--- config.mk ---
export PLATFORM = sky130hd
export DESIGN_NAME = cube_flat
export DESIGN_NICKNAME = d
export VERILOG_FILES = /design/src/rtl/cube_if.sv /design/src/rtl/cube.sv /design/src/flat_wrapper.sv
export SDC_FILE = /design/constraint.sdc
export NUM_CORES = 1
export LEC_CHECK = 0
export CAP_MARGIN = 10
export CORE_ASPECT_RATIO = 0.8
export CORE_MARGIN = 2
export CORE_UTILIZATION = 50
export DETAILED_ROUTE_END_ITERATION = 12
export PLACE_DENSITY = 0.78
export SETUP_SLACK_MARGIN = 0.2
export SLEW_MARGIN = 20
export SYNTH_ARGS = -nofsm -noshare
export SYNTH_HDL_FRONTEND = slang
export SYNTH_SLANG_ARGS = --single-unit
--- constraint.sdc ---
create_clock -name clk_i -period 6.3 [get_ports clk_i]
set_clock_uncertainty 0.2 [all_clocks]
set_input_delay 1.575 -clock clk_i [delete_from_list [all_inputs] [get_ports clk_i]]
set_output_delay 1.575 -clock clk_i [all_outputs]
set_load 0.02 [all_outputs]
--- src/rtl/cube_if.sv ---
// cube_if -- operand/result bundle for the cube block.
//   a_bi   : 8-bit unsigned operand x (sampled by cube while its rst_i is high)
//   busy_o : high while reset/start is asserted or a computation is in flight
//   y_bo   : 24-bit registered result x*x*x
// Modports: master drives the operand, slave (the cube block) drives the results.
interface cube_if;
  logic [7:0]  a_bi;
  logic        busy_o;
  logic [23:0] y_bo;

  modport master (output a_bi, input  busy_o, y_bo);
  modport slave  (input  a_bi, output busy_o, y_bo);
endinterface

--- src/rtl/cube.sv ---
// cube -- computes y = x^3 with a shift-add datapath: a square phase (SQ)
// accumulates x*x one operand digit per cycle, then a cube phase (CB)
// accumulates sq*x the same way. No multiplier instance is used.
//
// Ports:
//   clk_i  : clock, all state updates on its rising edge
//   rst_i  : synchronous active-high reset that doubles as the start strobe;
//            every edge with rst_i=1 reloads x from bus.a_bi and clears y
//   bus    : cube_if.slave -- a_bi (operand), busy_o (comb), y_bo (result)
//
// Build option: define CUBE_RADIX4_EN to consume two operand bits per step
// (4+4 cycles instead of 8+8). Results are identical in both builds.
module cube (
  input  logic   clk_i,
  input  logic   rst_i,
  cube_if.slave  bus
);

  typedef enum logic [1:0] {IDLE, SQ, CB} state_t;

`ifdef CUBE_RADIX4_EN
  localparam logic [2:0] STEP = 3'd2;
  localparam logic [2:0] LAST = 3'd6;
`else
  localparam logic [2:0] STEP = 3'd1;
  localparam logic [2:0] LAST = 3'd7;
`endif

  state_t      state_q, state_d;
  logic [7:0]  x_q, x_d;
  logic [15:0] sq_q, sq_d;
  logic [23:0] acc_q, acc_d;
  logic [2:0]  ctr_q, ctr_d;
  logic [23:0] y_q, y_d;

  // Current multiplier digit taken from x at the counter position.
  logic [1:0]  dig;
  logic [23:0] mop, part, acc_sum;

`ifdef CUBE_RADIX4_EN
  assign dig = x_q[ctr_q +: 2];
`else
  assign dig = {1'b0, x_q[ctr_q]};
`endif

  // SQ multiplies x by x, CB multiplies the stored square by x.
  assign mop     = (state_q == SQ) ? {16'd0, x_q} : {8'd0, sq_q};
  assign part    = (dig[0] ? mop : 24'd0) + (dig[1] ? (mop << 1) : 24'd0);
  assign acc_sum = acc_q + (part << ctr_q);

  always_comb begin
    state_d = state_q;
    x_d     = x_q;
    sq_d    = sq_q;
    acc_d   = acc_q;
    ctr_d   = ctr_q;
    y_d     = y_q;
    case (state_q)
      SQ: begin
        acc_d = acc_sum;
        ctr_d = ctr_q + STEP;
        if (ctr_q == LAST) begin
          sq_d    = acc_sum[15:0];
          acc_d   = '0;
          ctr_d   = '0;
          state_d = CB;
        end
      end
      CB: begin
        acc_d = acc_sum;
        ctr_d = ctr_q + STEP;
        if (ctr_q == LAST) begin
          // Only this step publishes to y, so partial sums never show.
          y_d     = acc_sum;
          ctr_d   = '0;
          state_d = IDLE;
        end
      end
      default: ; // IDLE holds everything until the next start
    endcase
  end

  always_ff @(posedge clk_i) begin
    if (rst_i) begin
      state_q <= SQ;
      x_q     <= bus.a_bi;
      sq_q    <= '0;
      acc_q   <= '0;
      ctr_q   <= '0;
      y_q     <= '0;
    end else begin
      state_q <= state_d;
      x_q     <= x_d;
      sq_q    <= sq_d;
      acc_q   <= acc_d;
      ctr_q   <= ctr_d;
      y_q     <= y_d;
    end
  end

  assign bus.busy_o = rst_i | (state_q != IDLE);
  assign bus.y_bo   = y_q;

endmodule

--- src/flat_wrapper.sv ---
// flat-port wrapper written by rule: the top's interface ports become plain ports
module cube_flat 
  (clk_i, rst_i, bus_a_bi, bus_busy_o, bus_y_bo);
  cube_if bus_i ();
  input  logic clk_i;
  input  logic rst_i;
  input wire logic [$bits(bus_i.a_bi)-1:0] bus_a_bi;
  output wire logic [$bits(bus_i.busy_o)-1:0] bus_busy_o;
  output wire logic [$bits(bus_i.y_bo)-1:0] bus_y_bo;
  assign bus_i.a_bi = bus_a_bi;
  assign bus_busy_o = bus_i.busy_o;
  assign bus_y_bo = bus_i.y_bo;
  cube u_core (.clk_i(clk_i), .rst_i(rst_i), .bus(bus_i));
endmodule
==> metrics.txt, run 1 <==
cell-by-cell trace of the critical path=mux4_2 > or2_2 > a211oi_1 > ha_1 > a21oi_1 > o21ai_0 > a221o_1 > a211oi_1 > o31ai_1 > xnor2_1 > o21ai_0; final setup vio count=0; fraction of the mapped netlist area in adder cells=7.73%; RSZ-0062 raised after global routing=false; Power Dens Cells=381 nW/um2; Die X-Extent=113 um; hold_buf cts=0; outcome=finished, final reports clean; routability congestion estimate=0.935; pin count of the biggest net entering global routing=60; DP Wirelength=9670 um; IO Port Bufs=34; Hold/Removal Path Class=reg -> reg; relative slew slack=30.0%; number of remaining DRC errors=0; crit share post-route=75.0%; DR vias=4,501; area share of the largest cell type after synthesis=28.8%; Synth Register Bits=77; Unique masters post-synth=57; Area after DPL=5120 um2; DIE HEIGHT=91.5 um; share of post-route cells with drive strength above 1=5.90%; 1st-iter DRT viols=455; Netlist Area Pre-Place=4790 um2; post-synthesis compound-gate area fraction=23.3%; syn_nets=637; Hold Fails Final Rpt=0; drt pass-1 iters=5; min Tclk post-route=4720 ps; Initial Utilization=52.1%; antenna violations before repair=0; Worst Path Required=6360 ps; GRT overflow=0; Worst EP arrival=4780 ps; post-CTS setup buffers=0; Max Slew Vio Count=0; Core Rows=31; global-route wire length before repair=21,900 um; antenna-violating nets left=0; most common cell in the synthesized netlist=nand2_1; CP Capture Type=register; Tot GR Track Use=27.1%; TritonCTS buffer count=9; vias in the first global route=4,122; post_cts resized=0; # nets final=644; DR WL/cell=18.7 um; setup_tns=0 ps; Crit-path slowest cell=dfxtp_1; syn_area_per_cell=8.01 um2; Post-Synth Simple-Gate Area=18.7%; Post-Route Utilization=59.0%; CP delay by family, top=compound AO/OA/AOI/OAI gates; CTS HTree Levels=3; core area=9190 um2; mux cell area share after synthesis=8.39%; Post-synth ARST share=0%; Lkg Pwr=2.13 nW; max_cap viols=0; area added between synthesis and finish=13.2%; I/O pin count=35; vias per cell=6.21; top_reg_cell synth=dfxtp_1; dominant cells by area after synthesis=dfxtp_1 29%, ha_1 7.3%, nand2_1 6.7%; Max Clock Freq=212 MHz; hold slack=255 ps; Die ar.=10,400 um2; Synth Area in XOR/XNOR=3.66%; Post-synth EDFFs=8; CTS clk-pin slew, worst paths=70 ps; Synth Instances=598; ant diodes=0; Worst Setup Start Kind=register; area leader, netlist=dfxtp_1; crit-path max cell delay=1010 ps; CTS sink cnt=77; register area share after synthesis=33.9%; hold path cells=2; clock latency on the worst-skew pair=350 ps; Worst Tran Pin Value=1050 ps; Clock Path Buffers=2; count of warnings emitted by yosys=0; kind of critical path=reg -> reg; Routed WL=13,600 um; r2r worst-path depth=11; Worst VDD drop=206 uV; Crit path depth=11; worst path bufs/invs=0; Synth top cells by count=86 x nand2_1, 74 x nor2_1, 69 x dfxtp_1; final instance area=5420 um2; Crit Path Max Fanout=31; TritonCTS clock tree=done; # fillers=789; largest family of logic cells by synthesized area=compound AO/OA/AOI/OAI gates; clk root buf=clkbuf_16
[metrics by stage]
stage | power (W) | worst slack (ps) | std cells
floorplan | 0.00130 | 2250 | 598
global placement | 0.00149 | 1740 | 709
detailed placement | 0.00152 | 1640 | 709
CTS | 0.00204 | 1680 | 725
global route | 0.00219 | 1310 | 725
finish | 0.00207 | 1580 | 725
[layout by cell type, fill, tap and decap left out, drive strengths merged, types with 2 or more instances in the layout]
master and count:
o21ai 37, o21a 7, nand3 7, edfxtp 8
a32o 2, a211oi 16, o31ai 4, nor2 74
nand2 86, nor3 13, dfxtp 69, nor4 4
clkbuf 9, xor2 12, a22oi 9, a311o 3
and4 4, ha 28, a32oi 2, and3 7
a21oi 62, buf 4, a31oi 3, mux2 7
a41oi 2, and2 4, o21bai 2, mux2i 30
clkdlybuf4s50 33, inv 16, a21o 7, nand4 2
nor4b 2, a22o 9, xnor2 8
[cell families (layout without fill, tap and decap cells)]
logic type                 Yosys count  after routing
xor gates and xnor gates            20             20
and+or+nand+nor                    208            208
buffers and inverters               52             64
adders and majority gates           29             29
muxes                               38             38
DFF                                 77             77
AOI/OAI and AO/OA                  174            174
[flip-flops by register name (all words and copies together) (netlist names)]
signal	cells
u_core.state_q	2
u_core.bus.y_bo	24
u_core.sq_q	16
u_core.x_d	8
u_core.ctr_q	3
u_core.acc_q	24
[where the power goes]
group	internal, W	total, W	switching [W]
combinational	0.000332	0.000932	0.000599
clock	0.000280	0.000527	0.000247
sequential	0.000541	0.000607	0.0000662
[final cells by class]
type / count / area (um2) / area share, %
tap: 115 / 144 / 2.65
clock buffer: 9 / 225 / 4.15
timing repair buffer: 37 / 358 / 6.60
multi-input combinational: 469 / 2960 / 54.6
sequential: 77 / 1620 / 29.9
inverter: 11 / 41.3 / 0.761
clock inverter: 7 / 72.6 / 1.34
[routing by layer]
metal / global-route usage [%] / wire length [um] / up-vias
li1: - / - / 2163
met1: 41.8 / 6740 / 2131
met2: 36.5 / 5370 / 201
met3: 9.08 / 1380 / 6
met4: 4.57 / 81 / 0
met5: 0 / 0 / -
[worst reg2reg max path, cell delays in order, from the launching register on]
cell and delay [ps]:
dfxtp_1 1010, mux4_2 770, or2_2 380, a211oi_1 210
ha_1 380, a21oi_1 210, o21ai_0 290, a221o_1 440
a211oi_1 250, o31ai_1 190, xnor2_1 160, o21ai_0 150
[worst paths after layout]
kind	startpoint	endpoint	slack [ps]
worst max-delay path	u_core.ctr_q[2]$_SDFFE_PP0P_	u_core.acc_q[21]$_SDFFE_PP0P_	1580
worst min register to register	u_core.bus.y_bo[15]$_SDFFE_PP0P_	u_core.bus.y_bo[15]$_SDFFE_PP0P_	260
worst max register to register	u_core.ctr_q[2]$_SDFFE_PP0P_	u_core.acc_q[21]$_SDFFE_PP0P_	1580
worst min-delay path	u_core.bus.y_bo[15]$_SDFFE_PP0P_	u_core.bus.y_bo[15]$_SDFFE_PP0P_	260
(Power assumes the default switching activity.)
==> run 2, diff against run 1 <==
==> constraint.sdc (replaced) <==
create_clock -name clk_i -period 4.9 [get_ports clk_i]
set_clock_uncertainty 0.2 [all_clocks]
set_input_delay 1.225 -clock clk_i [delete_from_list [all_inputs] [get_ports clk_i]]
set_output_delay 1.225 -clock clk_i [all_outputs]
set_load 0.02 [all_outputs]
==> run 2 against run 1 <==
First-iteration DRC count fell by 2.4%. Sequential cell count did not move. Sequential power is 25% higher. Via count fell by 0.31%. Cell area is 0.28% higher. Utilization is 0.16 points higher. Power up 27%. Die area unchanged. Critical path type unchanged. Largest power group unchanged.
==> metrics.txt, run 2 (synthesis gave the netlist of run 1 again) <==
outcome=finished, final reports clean (unchanged); # nets final=649 (was 644); CP Capture Type=register (unchanged); vias in the first global route=4,114 (was 4,122); Worst EP arrival=4420 ps (was 4780 ps); hold_buf cts=0 (unchanged); post-CTS setup buffers=0 (unchanged); Reg-to-Reg End=u_core.sq_q[13]$_SDFFE_PP0P_ (was u_core.acc_q[21]$_SDFFE_PP0P_); flop-to-flop setup slack=520 ps (was 1580 ps); Worst Tran Pin Value=929 ps (was 1050 ps); Tot GR Track Use=26.4% (was 27.1%); core area=9190 um2 (unchanged); # fillers=798 (was 789); routability congestion estimate=0.950 (was 0.935); Hold EP=u_core.bus.y_bo[4]$_SDFFE_PP0P_ (was u_core.bus.y_bo[15]$_SDFFE_PP0P_); post_cts resized=0 (unchanged); Max Clock Freq=228 MHz (was 212 MHz); Crit Path Max Fanout=17 (was 31); drt pass-1 iters=5 (unchanged); crit share post-route=89.4% (was 75.0%); relative slew slack=37.9% (was 30.0%); clk root buf=clkbuf_16 (unchanged); final std cells w/o fill=730 (was 725); number of remaining DRC errors=0 (unchanged); Worst VDD drop=219 uV (was 206 uV); clock latency on the worst-skew pair=350 ps (about the same); RSZ-0062 raised after global routing=false (unchanged); r2r worst-path depth=13 (was 11); Routed WL=13,400 um (was 13,600 um); max_cap viols=0 (unchanged); antenna-violating nets left=0 (unchanged); Power Dens Cells=481 nW/um2 (was 381 nW/um2); DR vias=4,487 (was 4,501); GRT overflow=0 (unchanged); commonest non-fill, non-tap cell in the layout=nand2_1 (unchanged); DR WL/cell=18.3 um (was 18.7 um); antenna violations before repair=0 (unchanged); min Tclk post-route=4380 ps (was 4720 ps); ant diodes=0 (unchanged); area added between synthesis and finish=13.6% (was 13.2%); Core Rows=31 (unchanged); CTS HTree Levels=3 (unchanged); I/O pin count=35 (unchanged); global-route wire length before repair=21,400 um (was 21,900 um); Worst Path Required=4940 ps (was 6360 ps); DIE HEIGHT=91.5 um (unchanged); Worst Setup Start Kind=register (unchanged); Max Slew Vio Count=0 (unchanged); placed insts=714 (was 709); most frequent cells in the layout=86 x nand2_1, 74 x nor2_1, 69 x dfxtp_1 (was 86 x nand2_1, 74 x nor2_1, 68 x dfxtp_1); TritonCTS clock tree=done (unchanged); vias per cell=6.15 (was 6.21); setup_tns=0 ps (unchanged); pin count of the biggest net entering global routing=60 (unchanged); hold path cells=2 (unchanged); Hold Fails Final Rpt=0 (unchanged); Worst R2R Start=u_core.state_q[1]$_SDFFE_PP0P_ (was u_core.ctr_q[2]$_SDFFE_PP0P_); Die ar.=10,400 um2 (unchanged); Hold/Removal Path Class=reg -> reg (unchanged); IO Port Bufs=34 (unchanged); kind of critical path=reg -> reg (unchanged); TritonCTS buffer count=9 (unchanged); Die X-Extent=113 um (unchanged); final setup vio count=0 (unchanged); worst hold start=u_core.bus.y_bo[4]$_SDFFE_PP0P_ (was u_core.bus.y_bo[15]$_SDFFE_PP0P_); 1st-iter DRT viols=444 (was 455); Clock Path Buffers=2 (unchanged); Initial Utilization=52.1% (unchanged); CTS clk-pin slew, worst paths=60 ps (was 70 ps); Lkg Pwr=2.15 nW (was 2.13 nW); CTS sink cnt=77 (unchanged); share of post-route cells with drive strength above 1=6.50% (was 5.90%); DP Wirelength=9660 um (was 9670 um)
run 2: layer usage:
layer	GRT usage, %	up-vias	part of all wire [%]
met5	0	-	0
met4	9.45	0	1.7
met3	6.28	22	11
met2	35.4	236	39
met1	40.6	2060	48
li1	-	2169	-
run 2: critical path: stages (launching register included):
cell      delay (ps)
dfxtp_1          320
inv_1             80
ha_2             420
mux2i_1          200
mux2_2           340
nor4_1           540
ha_1             370
a211oi_1         230
o21bai_1         140
a211oi_2         450
a21o_1           280
o21ai_2          150
and4_1           230
a311o_1          310
run 2: worst max path at each step:
stage | from | to | slack, ps | cells after the start
after floorplan | u_core.state_q[1]$_SDFFE_PP0P_ | u_core.bus.y_bo[20]$_SDFFE_PP0P_ | 930 | 18
after global placement | u_core.state_q[1]$_SDFFE_PP0P_ | u_core.bus.y_bo[13]$_SDFFE_PP0P_ | 390 | 13
after detailed placement | u_core.state_q[1]$_SDFFE_PP0P_ | u_core.bus.y_bo[13]$_SDFFE_PP0P_ | 370 | 13
after CTS | u_core.state_q[1]$_SDFFE_PP0P_ | u_core.bus.y_bo[13]$_SDFFE_PP0P_ | 350 | 13
after global routing | u_core.ctr_q[0]$_SDFFE_PP0P_ | u_core.acc_q[22]$_SDFFE_PP0P_ | 300 | 13
final | u_core.state_q[1]$_SDFFE_PP0P_ | u_core.sq_q[13]$_SDFFE_PP0P_ | 520 | 13
run 2: cell type report:
type	count	area (um2)	area share (%)
well taps	115	144	2.65
clock inverters	6	45.0	0.828
flip-flops and latches	77	1620	29.8
repair buffers	42	395	7.27
multi-input cells	469	2960	54.5
inverters	11	41.3	0.759
clock buffers	10	229	4.21
run 2: where the power goes:
| group | internal [W] | switching [W] |
|---|---|---|
| registers | 0.000695 | 0.0000666 |
| logic | 0.000435 | 0.000784 |
| clock network | 0.000348 | 0.000288 |
| total | 0.00148 | 0.00114 |
run 2: per-stage QoR:
stage	setup slack, ps	total power [W]	util, %	cell area, um2	hold slack (ps)
global route	298	0.00277	59.2	5440	287
floorplan	926	0.00168	-	4790	232
CTS	346	0.00259	59.1	5440	263
global placement	392	0.00192	56.2	5160	242
finish	521	0.00262	59.2	5440	258
detailed placement	368	0.00195	56.2	5160	244
